### config.mk
export PLATFORM = sky130hd
export DESIGN_NAME = rs_cdb_issue
export DESIGN_NICKNAME = d
export VERILOG_FILES = /design/src/rtl/rs_cdb_issue.sv
export SDC_FILE = /design/constraint.sdc
export NUM_CORES = 2
export LEC_CHECK = 0
export BUFFER_PORTS_ARGS = -buffer_cell sky130_fd_sc_hd__buf_2
export CAP_MARGIN = 20
export CORE_ASPECT_RATIO = 1.4
export CORE_UTILIZATION = 44
export DETAILED_ROUTE_END_ITERATION = 8
export HOLD_SLACK_MARGIN = 0.1
export SYNTH_ARGS = -nofsm -noshare
export SYNTH_HDL_FRONTEND = slang
export SYNTH_SLANG_ARGS = --single-unit
### constraint.sdc
create_clock -name clk -period 25.4 [get_ports clk]
set_input_delay 5.08 -clock clk [delete_from_list [all_inputs] [get_ports clk]]
set_output_delay 5.08 -clock clk [all_outputs]
set_load 0.02 [all_outputs]
### src/rtl/rs_cdb_issue.sv
// Reservation station for one execution unit: allocates destination tags,
// captures operands broadcast on the common data bus and issues the oldest
// entry whose operands are all present.
module rs_cdb_issue #(
  parameter int BITWIDTH = 32,
  parameter int DEPTH    = 8,
  parameter int NRSRC    = 2,
  parameter int NCDB     = 1,
  parameter int OPW      = 3,
  parameter int TAG_W    = 6,
  parameter int ID       = 0
) (
  input  logic                             clk,
  input  logic                             rst,
  input  logic                             flush,
  input  logic                             disp_valid,
  output logic                             disp_ready,
  input  logic [OPW-1:0]                   disp_op,
  input  logic [NRSRC-1:0]                 disp_rdy,
  input  logic [NRSRC-1:0][BITWIDTH-1:0]   disp_val,
  input  logic [NRSRC-1:0][TAG_W-1:0]      disp_tag,
  output logic [TAG_W-1:0]                 disp_dtag,
  input  logic [NCDB-1:0]                  cdb_valid,
  input  logic [NCDB-1:0][TAG_W-1:0]       cdb_tag,
  input  logic [NCDB-1:0][BITWIDTH-1:0]    cdb_data,
  output logic                             issue_valid,
  input  logic                             issue_ready,
  output logic [OPW-1:0]                   issue_op,
  output logic [NRSRC-1:0][BITWIDTH-1:0]   issue_val,
  output logic [TAG_W-1:0]                 issue_dtag,
  output logic [$clog2(DEPTH):0]           count
);

  localparam int SW  = $clog2(DEPTH);
  localparam int IDW = TAG_W - SW;
  localparam logic [IDW-1:0] ID_BITS  = IDW'(ID);
  localparam logic [SW-1:0]  AGE_MAX  = SW'(DEPTH - 1);
  localparam logic [SW:0]    CNT_FULL = (SW + 1)'(DEPTH);

  // Entry storage: control bits carry reset, payload does not.
  logic [DEPTH-1:0]                 ent_valid;
  logic [SW-1:0]                    ent_age  [DEPTH];
  logic [OPW-1:0]                   ent_op   [DEPTH];
  logic [NRSRC-1:0]                 ent_rdy  [DEPTH];
  logic [NRSRC-1:0][BITWIDTH-1:0]   ent_val  [DEPTH];
  logic [NRSRC-1:0][TAG_W-1:0]      ent_tag  [DEPTH];

  // Issue hold: the entry offered while the FU stalls stays selected.
  logic                             lock_valid;
  logic [SW-1:0]                    lock_slot;

  // Last presented issue payload, shown while the station is empty.
  logic [OPW-1:0]                   last_op;
  logic [NRSRC-1:0][BITWIDTH-1:0]   last_val;
  logic [TAG_W-1:0]                 last_dtag;

  logic [NRSRC-1:0]                 wake_hit  [DEPTH];
  logic [NRSRC-1:0][BITWIDTH-1:0]   wake_data [DEPTH];
  logic [NRSRC-1:0]                 byp_hit;
  logic [NRSRC-1:0][BITWIDTH-1:0]   byp_data;
  logic [DEPTH-1:0]                 ent_ready;
  logic                             oldest_found;
  logic [SW-1:0]                    oldest_slot;
  logic [SW-1:0]                    oldest_age;
  logic [SW-1:0]                    alloc_slot;
  logic [SW-1:0]                    sel_slot;
  logic [SW-1:0]                    issued_age;
  logic                             issue_fire;
  logic                             disp_fire;
  logic [SW-1:0]                    age_next [DEPTH];

  // CDB tag match for stored operands and for the operands being dispatched;
  // scanning ports downward lets the lowest matching port win.
  always_comb begin
    // NOTE: every always_comb output gets a default first so no path leaves it unassigned and infers a latch.
    byp_hit  = '0;
    byp_data = '0;
    for (int j = 0; j < DEPTH; j++) begin
      wake_hit[j]  = '0;
      wake_data[j] = '0;
    end
    for (int i = 0; i < NRSRC; i++) begin
      for (int k = NCDB - 1; k >= 0; k--) begin
        if (cdb_valid[k] && cdb_tag[k] == disp_tag[i]) begin
          byp_hit[i]  = !disp_rdy[i];
          byp_data[i] = cdb_data[k];
        end
      end
      for (int j = 0; j < DEPTH; j++) begin
        for (int k = NCDB - 1; k >= 0; k--) begin
          if (cdb_valid[k] && cdb_tag[k] == ent_tag[j][i]) begin
            wake_hit[j][i]  = ent_valid[j] && !ent_rdy[j][i];
            wake_data[j][i] = cdb_data[k];
          end
        end
      end
    end
  end

  // Oldest-ready pick and lowest-free-slot allocation from registered state.
  always_comb begin
    oldest_found = 1'b0;
    oldest_slot  = '0;
    oldest_age   = '0;
    alloc_slot   = '0;
    for (int j = 0; j < DEPTH; j++) begin
      ent_ready[j] = ent_valid[j] && (&ent_rdy[j]);
      if (ent_ready[j] && (!oldest_found || ent_age[j] > oldest_age)) begin
        oldest_found = 1'b1;
        oldest_slot  = SW'(j);
        oldest_age   = ent_age[j];
      end
    end
    for (int j = DEPTH - 1; j >= 0; j--) begin
      if (!ent_valid[j]) alloc_slot = SW'(j);
    end
  end

  assign sel_slot    = lock_valid ? lock_slot : oldest_slot;
  assign issue_valid = lock_valid || oldest_found;
  assign issued_age  = ent_age[sel_slot];
  assign disp_ready  = (count != CNT_FULL);
  assign disp_dtag   = {ID_BITS, alloc_slot};
  assign issue_fire  = issue_valid && issue_ready && !flush;
  assign disp_fire   = disp_valid && disp_ready && !flush;
  assign issue_op    = issue_valid ? ent_op[sel_slot]  : last_op;
  assign issue_val   = issue_valid ? ent_val[sel_slot] : last_val;
  assign issue_dtag  = issue_valid ? {ID_BITS, sel_slot} : last_dtag;

  // Age update for surviving entries: close the gap left by the issued entry,
  // then make room for the newcomer at age 0.
  always_comb begin
    for (int j = 0; j < DEPTH; j++) begin
      age_next[j] = ent_age[j];
      if (issue_fire && ent_age[j] > issued_age) age_next[j] = age_next[j] - 1'b1;
      if (disp_fire && age_next[j] < AGE_MAX)    age_next[j] = age_next[j] + 1'b1;
    end
  end

  // Control state: valid bits, ages, occupancy, issue hold and last payload.
  always_ff @(posedge clk or posedge rst) begin
    if (rst) begin
      // NOTE: sequential state uses non-blocking assignments so every flop samples pre-edge values.
      ent_valid  <= '0;
      for (int j = 0; j < DEPTH; j++) ent_age[j] <= '0;
      count      <= '0;
      lock_valid <= 1'b0;
      lock_slot  <= '0;
      last_op    <= '0;
      last_val   <= '0;
      last_dtag  <= '0;
    end else begin
      if (issue_valid) begin
        last_op   <= issue_op;
        last_val  <= issue_val;
        last_dtag <= issue_dtag;
      end
      if (flush) begin
        ent_valid  <= '0;
        for (int j = 0; j < DEPTH; j++) ent_age[j] <= '0;
        count      <= '0;
        lock_valid <= 1'b0;
      end else begin
        lock_valid <= issue_valid && !issue_ready;
        lock_slot  <= sel_slot;
        count      <= count + (SW + 1)'(disp_fire) - (SW + 1)'(issue_fire);
        for (int j = 0; j < DEPTH; j++) begin
          if (ent_valid[j]) ent_age[j] <= age_next[j];
        end
        if (issue_fire) ent_valid[sel_slot] <= 1'b0;
        if (disp_fire) begin
          ent_valid[alloc_slot] <= 1'b1;
          ent_age[alloc_slot]   <= '0;
        end
      end
    end
  end

  // Operand payload: dispatch writes (with same-cycle CDB bypass) and wakeups.
  always_ff @(posedge clk) begin
    // NOTE: payload is left unreset on purpose; it is only observed through valid bits that are reset.
    for (int j = 0; j < DEPTH; j++) begin
      for (int i = 0; i < NRSRC; i++) begin
        if (wake_hit[j][i]) begin
          ent_rdy[j][i] <= 1'b1;
          ent_val[j][i] <= wake_data[j][i];
        end
      end
    end
    if (disp_fire) begin
      ent_op[alloc_slot]  <= disp_op;
      ent_tag[alloc_slot] <= disp_tag;
      for (int i = 0; i < NRSRC; i++) begin
        ent_rdy[alloc_slot][i] <= disp_rdy[i] || byp_hit[i];
        ent_val[alloc_slot][i] <= byp_hit[i] ? byp_data[i] : disp_val[i];
      end
    end
  end

endmodule
==> flow_summary.toml <==
[routing]
via_per_inst = 6.62
drtIter0Drc = 3236
drcViolationCount = 0
ant_nets = 0
routed-via-count = 30000
met3_length_um = 13000
highest_layer = "met5"
drtPass1Iterations = 6
drt_wl_total_um = 137000
wl_per_cell_um = 30.3
met1_length_um = 49800
wl_met2_um = 66400

[placed_design]
dp_hpwl_um = 79800
port_buffers = 206
gp_congestion = 0.894
post-place-ws_ns = 6.80

[power]
p_leak_nw = 15.3
power.switching_w = 0.000927
power.density_mw_per_mm2 = 74.6
swShare = 0.289
pwr-share-seq = 0.453
ir_worst_vdd_uv = 43.0
pwr-share-comb = 0.185
internal-power_w = 0.00228
power_frac_clock = 0.362

[timing]
rsz0062_at_grt = "no"
whs_ns = 0.477
final_max_slew_viol_count = 0
finalWorstSetupSlack_ns = 5.88
setup-tns-final_ns = 0
finalCriticalPeriod_ns = 19.52
hold_violations = 0
finalSetupViolCount = 0
min_period_over_period = 0.769
worstMarginPinSlew_ns = 1.17
fmax_mhz = 51.2
fin_skew_ns = 0.0352
relSlewSlack = 0.222

[die]
die_area_mm2 = 0.0889
core_mm2 = 0.0870
die_h_um = 352
initial_utilization = 0.444
die_w_um = 252
rows = 128
io_pins = 210

[cells_and_area]
final-seq-area_mm2 = 0.0221
drive_gt1_frac = 0.152
fill_cells = 7591
area_growth_pct = 11.6
nets = 3476
multi_input_area_mm2 = 0.0151

[synth]
synth_most_common_cell = "edfxtp_1"
synth_warnings = 0
ys_seq_area_frac = 0.574
ys_ff_latch = 761
yosysTopAreaCell = "edfxtp_1"
synthesis.area_mm2 = 0.0386
syn_area_per_cell_um2 = 11.7
synth_area_leaders = "edfxtp_1 49%, a22o_1 12%, dfrtp_1 7.3%, nand2_1 3.9%, a221oi_1 2.5%"
syn_inst = 3310
synth_edf_count = 632
synth_cell_types = 84
synth_top_area_share = 0.492
synthTopCellsByCount = "632 x edfxtp_1, 513 x a22o_1, 402 x nand2_1"
synth_ff_type = "edfxtp_1"
synth-async-reset-ratio = 0.148

[critical_path]
cp-end-kind = "output pin"
max_stage_delay_ns = 0.80
crit_slowest_cell = "buf_4"
path_class = "reg -> out"
crit_required_ns = 20.32
r2r_slack_ns = 9.81
timing.critical_path.from_type = "flip-flop"
worstPathArrival_ns = 14.44
cp_max_fo = 55
path_common_cell = "a21oi_1"

[hold_path]
hp-class = "reg -> reg"

[clocking]
cts_buffer_depth = 3
cts_tree = "done"
cts-root-buf = "clkbuf_16"
clk_pin_slew_ns = 0.06
cts.repair.resized = 0
cts_buffers = 78
htree_levels = 3
cts_setup_buffers = 0
numClockSinks = 761
insertion_delay_ns = 0.66
cts.hold.buffers_added = 0

[grt]
grt_usage = 0.304
grt_pass1_vias = 30300
grt_antenna_before_repair = 18
grt_pass1_wl_um = 199000
grt_max_degree = 69
gr-total-overflow = 0

[run_status]
status = "finished clean"

[job]
drv_cap = 0
[cells by family after synthesis]
logic type / Yosys count / synth area share
AO/OA/AOI/OAI: 1150 / 0.231
multiplexers: 91 / 0.0238
buffers and inverters: 435 / 0.0437
adder cells (fa/ha/maj): 59 / 0.0193
XOR/XNOR: 129 / 0.0293
AND/OR/NAND/NOR: 684 / 0.0792
flip-flops: 761 / 0.574
other: 1 / 0.0000972
[cell type report]
type                            instances  share of cell area
Inverter                               55             0.00497
Antenna cell                            5            0.000291
Tap cell                             1170              0.0340
Multi-Input combinational cell       2116               0.351
Clock buffer                          107              0.0496
Clock inverter                         37             0.00884
Sequential cell                       761               0.514
Timing Repair Buffer                  280              0.0373
[per-layer routing]
layer / global-route usage / up-vias
met5: 0 / -
met4: 0.170 / 24
met3: 0.0575 / 452
li1: - / 12800
met1: 0.369 / 14900
met2: 0.507 / 1787
[registers in the layout, summed over array words and instances, names as in the netlist]
register	count
count	4
last_val	64
ent_val	512
ent_age	24
ent_rdy	16
last_op	3
lock_valid	1
ent_tag	96
ent_valid	8
ent_op	24
last_dtag	6
lock_slot	3
[power groups by stage]
stage	logic [W]	clock network [W]	registers (W)
floorplan	0.000381	0	0.00147
global placement	0.000580	0	0.00148
detailed placement	0.000591	0	0.00148
CTS	0.000592	0.00117	0.00146
global route	0.000630	0.00122	0.00146
finish	0.000594	0.00116	0.00146
[path summary, 6_finish.rpt]
check                                  start       endpoint  cells after the start
max in group asynchronous                rst   lock_slot[0]                      3
worst min-delay path            last_dtag[1]   last_dtag[1]                      2
worst max register to register  ent_valid[0]    ent_age[23]                     64
worst max-delay path            ent_valid[0]  issue_val[46]                     54
min in group asynchronous                rst       count[2]                      2
worst min register to register  last_dtag[1]   last_dtag[1]                      2
[cell usage in the layout, fill, tap and decap left out, drive strengths merged, types with 27 or more instances in the layout]
cell and n:
edfxtp 632, a22o 513, nand2 402, buf 280, a21oi 183, o21ai 155, dfrtp 113, a221oi 109
clkbuf 107, nor2 92, mux2i 87, xnor2 78, ha 58, inv 54, xor2 51, o221a 46
nand3 36, clkinv 29, a221o 28, nor3 27
[critical path, delay by kind of cell (launching register included)]
family,cells,cell delay [ns]
buffers and inverters,5,1.31
AND/OR/NAND/NOR,17,4.18
flip-flops,1,0.59
AO/OA/AOI/OAI,22,4.84
adder cells (fa/ha/maj),7,2.05
multiplexers,3,0.77
[per-stage QoR]
| step | instance area [um2] | total power (W) | util | instances |
|---|---|---|---|---|
| 5_1_grt | 43000 | 0.00331 | 0.495 | 4530 |
| 2_1_floorplan | 38600 | 0.00185 | - | 3312 |
| 3_5_place_dp | 40500 | 0.00207 | 0.466 | 4380 |
| 6_report | 43000 | 0.00321 | 0.495 | 4531 |
| 4_1_cts | 43000 | 0.00322 | 0.494 | 4524 |
| 3_3_place_gp | 40500 | 0.00206 | 0.465 | 4378 |
Power figures use the tool's default switching activity.
